`src/rtl/writeback_queue_if.sv`:
```
// writeback_queue_if: handshake and write-port bundle for writeback_queue.
// Result channels A/B:
//   iValidA/iResultA/oReadyA and iValidB/iResultB/oReadyB.
//   Each result is {dest[4:0], data[15:0]}.
// Register-file write ports:
//   oWritePort1/oRegWrite1 and oWritePort2/oRegWrite2.
// oCount reports the occupancy.
// WB_FORWARD_EN adds iFwdSel/oFwdHit/oFwdData for forwarding lookups.
interface writeback_queue_if #(
    parameter int DEPTH = 4
);
    logic                     iValidA;
    logic [20:0]              iResultA;
    logic                     oReadyA;
    logic                     iValidB;
    logic [20:0]              iResultB;
    logic                     oReadyB;
    logic                     oWritePort1;
    logic [20:0]              oRegWrite1;
    logic                     oWritePort2;
    logic [20:0]              oRegWrite2;
    logic [$clog2(DEPTH):0]   oCount;
`ifdef WB_FORWARD_EN
    logic [4:0]               iFwdSel;
    logic                     oFwdHit;
    logic [15:0]              oFwdData;
`endif

    modport slave (
`ifdef WB_FORWARD_EN
        input  iFwdSel,
        output oFwdHit, oFwdData,
`endif
        input  iValidA, iResultA, iValidB, iResultB,
        output oReadyA, oReadyB, oWritePort1, oRegWrite1, oWritePort2, oRegWrite2, oCount
    );

    modport master (
`ifdef WB_FORWARD_EN
        output iFwdSel,
        input  oFwdHit, oFwdData,
`endif
        output iValidA, iResultA, iValidB, iResultB,
        input  oReadyA, oReadyB, oWritePort1, oRegWrite1, oWritePort2, oRegWrite2, oCount
    );
endinterface

```
`src/rtl/writeback_queue.sv`:
```
// writeback_queue: two-in/two-out circular FIFO feeding two register-file write ports.
// Ports:
//   iClock - rising-edge clock.
//   iReset - synchronous active-high reset. It clears the pointers and count.
//   bus    - writeback_queue_if.slave.
//            Result channels A/B enqueue with A older than B.
//            Results targeting r0 are accepted and dropped.
//            Write port 1 issues the head entry.
//            Write port 2 issues head+1 when it targets a different register.
// Optional macro WB_FORWARD_EN adds a youngest-match forwarding lookup
// (iFwdSel -> oFwdHit/oFwdData).
module writeback_queue #(
    parameter int DEPTH = 4
) (
    input  logic             iClock,
    input  logic             iReset,
    writeback_queue_if.slave bus
);
    localparam int AW = $clog2(DEPTH);
    localparam int CW = AW + 1;

    logic [20:0]   r_mem [DEPTH];
    logic [AW-1:0] r_head;
    logic [AW-1:0] r_tail;
    logic [CW-1:0] r_count;

    logic          w_pushA;
    logic          w_pushB;
    logic          w_wp1;
    logic          w_wp2;
    logic [AW-1:0] w_head1;
    logic [AW-1:0] w_tailB;
    logic [20:0]   w_ent1;
    logic [20:0]   w_ent2;

    // Readiness depends only on the registered count, so same-cycle pops never widen it.
    assign bus.oReadyA = r_count <= CW'(DEPTH - 1);
    assign bus.oReadyB = r_count <= CW'(DEPTH - 2);
    assign bus.oCount  = r_count;

    // Register r0 is never written, so such results complete the handshake without a slot.
    assign w_pushA = bus.iValidA && bus.oReadyA && (bus.iResultA[20:16] != 5'd0);
    assign w_pushB = bus.iValidB && bus.oReadyB && (bus.iResultB[20:16] != 5'd0);
    assign w_tailB = r_tail + AW'(w_pushA);

    assign w_head1 = r_head + AW'(1);
    assign w_ent1  = r_mem[r_head];
    assign w_ent2  = r_mem[w_head1];

    // Two writes to one register in the same cycle would have undefined ordering.
    // The younger write therefore waits a cycle and issues on port 1.
    assign w_wp1 = r_count != CW'(0);
    assign w_wp2 = (r_count >= CW'(2)) && (w_ent2[20:16] != w_ent1[20:16]);

    assign bus.oWritePort1 = w_wp1;
    assign bus.oRegWrite1  = w_wp1 ? w_ent1 : '0;
    assign bus.oWritePort2 = w_wp2;
    assign bus.oRegWrite2  = w_wp2 ? w_ent2 : '0;

    always_ff @(posedge iClock) begin
        if (iReset) begin
            r_head  <= '0;
            r_tail  <= '0;
            r_count <= '0;
        end else begin
            if (w_pushA) r_mem[r_tail] <= bus.iResultA;
            if (w_pushB) r_mem[w_tailB] <= bus.iResultB;
            r_tail  <= r_tail + AW'(w_pushA) + AW'(w_pushB);
            r_head  <= r_head + AW'(w_wp1) + AW'(w_wp2);
            r_count <= r_count + CW'(w_pushA) + CW'(w_pushB) - CW'(w_wp1) - CW'(w_wp2);
        end
    end

`ifdef WB_FORWARD_EN
    // Scan oldest to youngest, so the last match found is the youngest.
    always_comb begin
        bus.oFwdHit  = 1'b0;
        bus.oFwdData = '0;
        for (int i = 0; i < DEPTH; i++) begin
            if ((CW'(i) < r_count) && (bus.iFwdSel != 5'd0) &&
                (r_mem[r_head + AW'(i)][20:16] == bus.iFwdSel)) begin
                bus.oFwdHit  = 1'b1;
                bus.oFwdData = r_mem[r_head + AW'(i)][15:0];
            end
        end
    end
`endif
endmodule

```
`src/flat_wrapper.sv`:
```
// flat-port wrapper written by rule: the top's interface ports become plain ports
module writeback_queue_flat 
#(
    parameter int DEPTH = 4
)
  (iClock, iReset, bus_iValidA, bus_iResultA, bus_iValidB, bus_iResultB, bus_oReadyA, bus_oReadyB, bus_oWritePort1, bus_oRegWrite1, bus_oWritePort2, bus_oRegWrite2, bus_oCount);
  writeback_queue_if #(.DEPTH(DEPTH)) bus_i ();
  input  logic iClock;
  input  logic iReset;
  input wire logic [$bits(bus_i.iValidA)-1:0] bus_iValidA;
  input wire logic [$bits(bus_i.iResultA)-1:0] bus_iResultA;
  input wire logic [$bits(bus_i.iValidB)-1:0] bus_iValidB;
  input wire logic [$bits(bus_i.iResultB)-1:0] bus_iResultB;
  output wire logic [$bits(bus_i.oReadyA)-1:0] bus_oReadyA;
  output wire logic [$bits(bus_i.oReadyB)-1:0] bus_oReadyB;
  output wire logic [$bits(bus_i.oWritePort1)-1:0] bus_oWritePort1;
  output wire logic [$bits(bus_i.oRegWrite1)-1:0] bus_oRegWrite1;
  output wire logic [$bits(bus_i.oWritePort2)-1:0] bus_oWritePort2;
  output wire logic [$bits(bus_i.oRegWrite2)-1:0] bus_oRegWrite2;
  output wire logic [$bits(bus_i.oCount)-1:0] bus_oCount;
  assign bus_i.iValidA = bus_iValidA;
  assign bus_i.iResultA = bus_iResultA;
  assign bus_i.iValidB = bus_iValidB;
  assign bus_i.iResultB = bus_iResultB;
  assign bus_oReadyA = bus_i.oReadyA;
  assign bus_oReadyB = bus_i.oReadyB;
  assign bus_oWritePort1 = bus_i.oWritePort1;
  assign bus_oRegWrite1 = bus_i.oRegWrite1;
  assign bus_oWritePort2 = bus_i.oWritePort2;
  assign bus_oRegWrite2 = bus_i.oRegWrite2;
  assign bus_oCount = bus_i.oCount;
  writeback_queue #(.DEPTH(DEPTH)) u_core (.iClock(iClock), .iReset(iReset), .bus(bus_i));
endmodule
```
`config.mk`:
```
export PLATFORM = sky130hd
export DESIGN_NAME = writeback_queue_flat
export DESIGN_NICKNAME = d
export VERILOG_FILES = /design/src/rtl/writeback_queue_if.sv /design/src/rtl/writeback_queue.sv /design/src/flat_wrapper.sv
export SDC_FILE = /design/constraint.sdc
export NUM_CORES = 1
export LEC_CHECK = 0
export ABC_AREA = 1
export CORE_UTILIZATION = 29
export CTS_CLUSTER_DIAMETER = 80
export DETAILED_ROUTE_END_ITERATION = 12
export SLEW_MARGIN = 30
export SYNTH_ARGS = -nofsm -noshare
export SYNTH_HDL_FRONTEND = slang
export SYNTH_SLANG_ARGS = --single-unit
```
`constraint.sdc`:
```
create_clock -name iClock -period 3.9 [get_ports iClock]
set_input_delay 0.585 -clock iClock [delete_from_list [all_inputs] [get_ports iClock]]
set_output_delay 0.585 -clock iClock [all_outputs]
set_load 0.01 [all_outputs]
```
==> impl_metrics.yaml <==
routing:
  drcViolationCount: 0
  ant_nets: 0
  wirelength_um: 15000
  drt_iter0_drc: 382
  vias_per_cell: 4.58
  drt_pass1_iterations: 6
  wl_per_cell_um: 13.7
  vias: 5004
cells_and_area:
  fin_cells: 1093
  diodes: 0
  fillCellCount: 1986
  area_growth_syn_to_layout_pct: 27.3
  drive_above_1_share: 0.0612
  layout.nets: 881
timing:
  setup_viol: 0
  slew_headroom: 0.461
  fin_ws_ns: 0.518
  hold_violations: 0
  setup-tns-final_ns: 0
  period_share: 0.867
  finClkSkew_ns: 0.00639
  rsz0062_at_grt: "false"
  fin_crit_ns: 3.38
  tightest_slew_ns: 0.808
  fmax_mhz: 296
  maxSlewViolCount: 0
floorplan:
  fp.dieW_um: 142
  die_area_um2: 20000
  core_um2: 18900
  io_pins: 95
  start_util: 0.299
  die_h_um: 142
  rows: 50
setup_path:
  critical-path-top-delay-family: "buffers and inverters"
  cp-start-kind: "flip-flop"
  path_buf_inv: 3
  path_class: "flip-flop to primary output"
  crit_chain: "buf_4, nand2_1, nand2_1, nand2_1, nand2_1, nand2_1, nand3_1, nor2_1, nand2_1, nand2_2, buf_4, nor2_1, clkdlybuf4s50_1"
  crit_arrival_ns: 2.80
  slowest_stage: "clkdlybuf4s50_1"
  endpoint_kind: "primary output"
  max_stage_delay_ns: 0.58
  crit_top_cell: "nand2_1"
  path_max_fanout: 37
  cp.required_ns: 3.31
logic_synthesis:
  syn_area_um2: 5650
  synth_fp_nets: 804
  synth_area_per_cell_um2: 7.52
  synth.area.top_cells: "edfxtp_1 45%, nand2_1 14%, o21ai_0 12%"
  synthTopCellsByCount: "209 x nand2_1, 139 x o21ai_0, 99 x inv_1"
  synth-async-reset-ratio: 0
  yosysUniqueCellTypes: 26
  synth_largest_area_cell: "edfxtp_1"
  synth_top_area_frac: 0.446
  yosysSeqAreaShare: 0.471
  syn_inst: 751
  ys.flop_type: "edfxtp_1"
  synth_edf_count: 84
  synth_seq_cells: 91
  synth_most_common_cell: "nand2_1"
  ys_warn_count: 0
clock_tree:
  ctsHoldBuffers: 0
  cts.sinks: 91
  cts_tree: "done"
  cts_buffers: 9
  htreeDepth: 3
  cts_buffer_depth: 2
  cts_resized: 0
  post_cts_buffers: 0
  clk_pin_slew_ns: 0.06
  cts-root-buf: "clkbuf_16"
  clk_latency_ns: 0.34
placed_design:
  port_buffers: 94
  place_congestion: 0.796
  placedCellCount: 1077
  pre_cts_ws_ns: 0.580
  hpwlAfterDp_um: 10500
power:
  p_leak_nw: 3.09
  powerDensity_nw_per_um2: 717
  power_mw: 5.16
  ir_worst_vdd_mv: 0.211
job:
  drv_cap: 0
global_route:
  grt_max_degree: 49
  antenna_found_initial: 0
  grt_usage: 0.151
  overflow: 0
  grt_pass1_wl_um: 23400
  first_global_vias: 4534
worst_hold_path:
  min_path_type: "flip-flop to flip-flop"
run_status:
  status: "finished, final reports clean"
## sequential cells by signal, indices dropped and copies added, names as in the netlist
register           flops
u_core.r_mem          84
u_core.bus.oCount      3
u_core.r_head          2
u_core.r_tail          2
## stage by stage
step	hold slack [ns]	utilization	instance area (um2)
2_1_floorplan	0.570	-	5650
6_report	0.580	0.381	7190
3_3_place_gp	0.568	0.364	6880
4_1_cts	0.578	0.380	7180
3_5_place_dp	0.574	0.364	6880
5_1_grt	0.649	0.381	7190
## cells by family (layout without fill, tap and decap cells)
family | after synthesis | count (layout) | synth area share
AND/OR/NAND/NOR | 294 | 294 | 0.206
flip-flops | 91 | 91 | 0.471
AO/OA/AOI/OAI | 206 | 206 | 0.190
adder cells (fa/ha/maj) | 7 | 7 | 0.0195
XOR/XNOR | 4 | 4 | 0.00620
buffers and inverters | 149 | 231 | 0.107
## layout by cell type (no fill, tap or decap)
| cell | netlist | routed |
|---|---|---|
| nor3_1 | 2 | 2 |
| edfxtp_1 | 84 | 84 |
| nand2_2 | 1 | 1 |
| a21oi_1 | 50 | 50 |
| clkdlybuf4s50_1 | 0 | 94 |
| nand3_1 | 36 | 32 |
| clkinv_2 | 0 | 1 |
| o21ai_2 | 0 | 3 |
| nor2_2 | 1 | 2 |
| inv_6 | 0 | 2 |
| ha_1 | 4 | 4 |
| nor3b_1 | 1 | 1 |
| dfxtp_1 | 7 | 5 |
| xor2_1 | 2 | 2 |
| nand2_1 | 209 | 209 |
| inv_1 | 99 | 99 |
| a21oi_2 | 1 | 1 |
| inv_2 | 2 | 2 |
| nand3_2 | 0 | 4 |
| xnor2_1 | 2 | 2 |
| o211ai_1 | 16 | 16 |
| fa_1 | 3 | 3 |
| o21ai_0 | 139 | 135 |
| o21ai_4 | 0 | 1 |
| and2_1 | 1 | 1 |
| clkbuf_16 | 0 | 9 |
| buf_4 | 1 | 20 |
| inv_8 | 0 | 1 |
| dfxtp_2 | 0 | 2 |
| bufinv_16 | 0 | 1 |
| clkbuf_1 | 23 | 1 |
| nand4_1 | 1 | 1 |
| clkinvlp_4 | 0 | 1 |
| nor2_1 | 42 | 41 |
## power breakdown
part	internal [mW]	total [mW]	switching, mW
combinational	1.20	2.89	1.69
sequential	1.30	1.39	0.0900
clock	0.505	0.872	0.367
total	3.01	5.16	2.15
## worst reg2reg max path: cells and delay by family (launching register included)
| kind | cells | cell delay (ns) |
|---|---|---|
| XOR/XNOR | 1 | 0.16 |
| adder cells (fa/ha/maj) | 3 | 1.09 |
| buffers and inverters | 4 | 0.51 |
| flip-flops | 1 | 0.34 |
| AND/OR/NAND/NOR | 11 | 1.03 |
## final timing paths
path                                        start                              end  slack (ns)  cells after the start
setup / recovery      u_core.r_head[0]$_SDFF_PP0_               bus_oRegWrite2[11]        0.52                     13
hold reg to reg   u_core.bus.oCount[2]$_SDFF_PP0_  u_core.bus.oCount[2]$_SDFF_PP0_        0.58                      2
setup reg to reg      u_core.r_head[0]$_SDFF_PP0_  u_core.bus.oCount[2]$_SDFF_PP0_        0.67                     19
hold / removal    u_core.bus.oCount[2]$_SDFF_PP0_  u_core.bus.oCount[2]$_SDFF_PP0_        0.58                      2
## area by class of cell
type | instances | area, um2 | area share
Multi-Input combinational cell | 511 | 2430 | 0.338
Timing Repair Buffer | 114 | 1090 | 0.152
Sequential cell | 91 | 2670 | 0.371
Clock buffer | 10 | 229 | 0.0318
Inverter | 101 | 379 | 0.0527
Tap cell | 260 | 325 | 0.0452
Clock inverter | 6 | 71.3 | 0.00992
## per-layer routing
layer | global-route usage | wire [um] | vias to the layer above
met3 | 0.0202 | 693 | 12
li1 | - | - | 2623
met4 | 0.0430 | 167 | 0
met2 | 0.273 | 7420 | 118
met5 | 0 | 0 | -
met1 | 0.187 | 6680 | 2251
(Power assumes the default switching activity.)
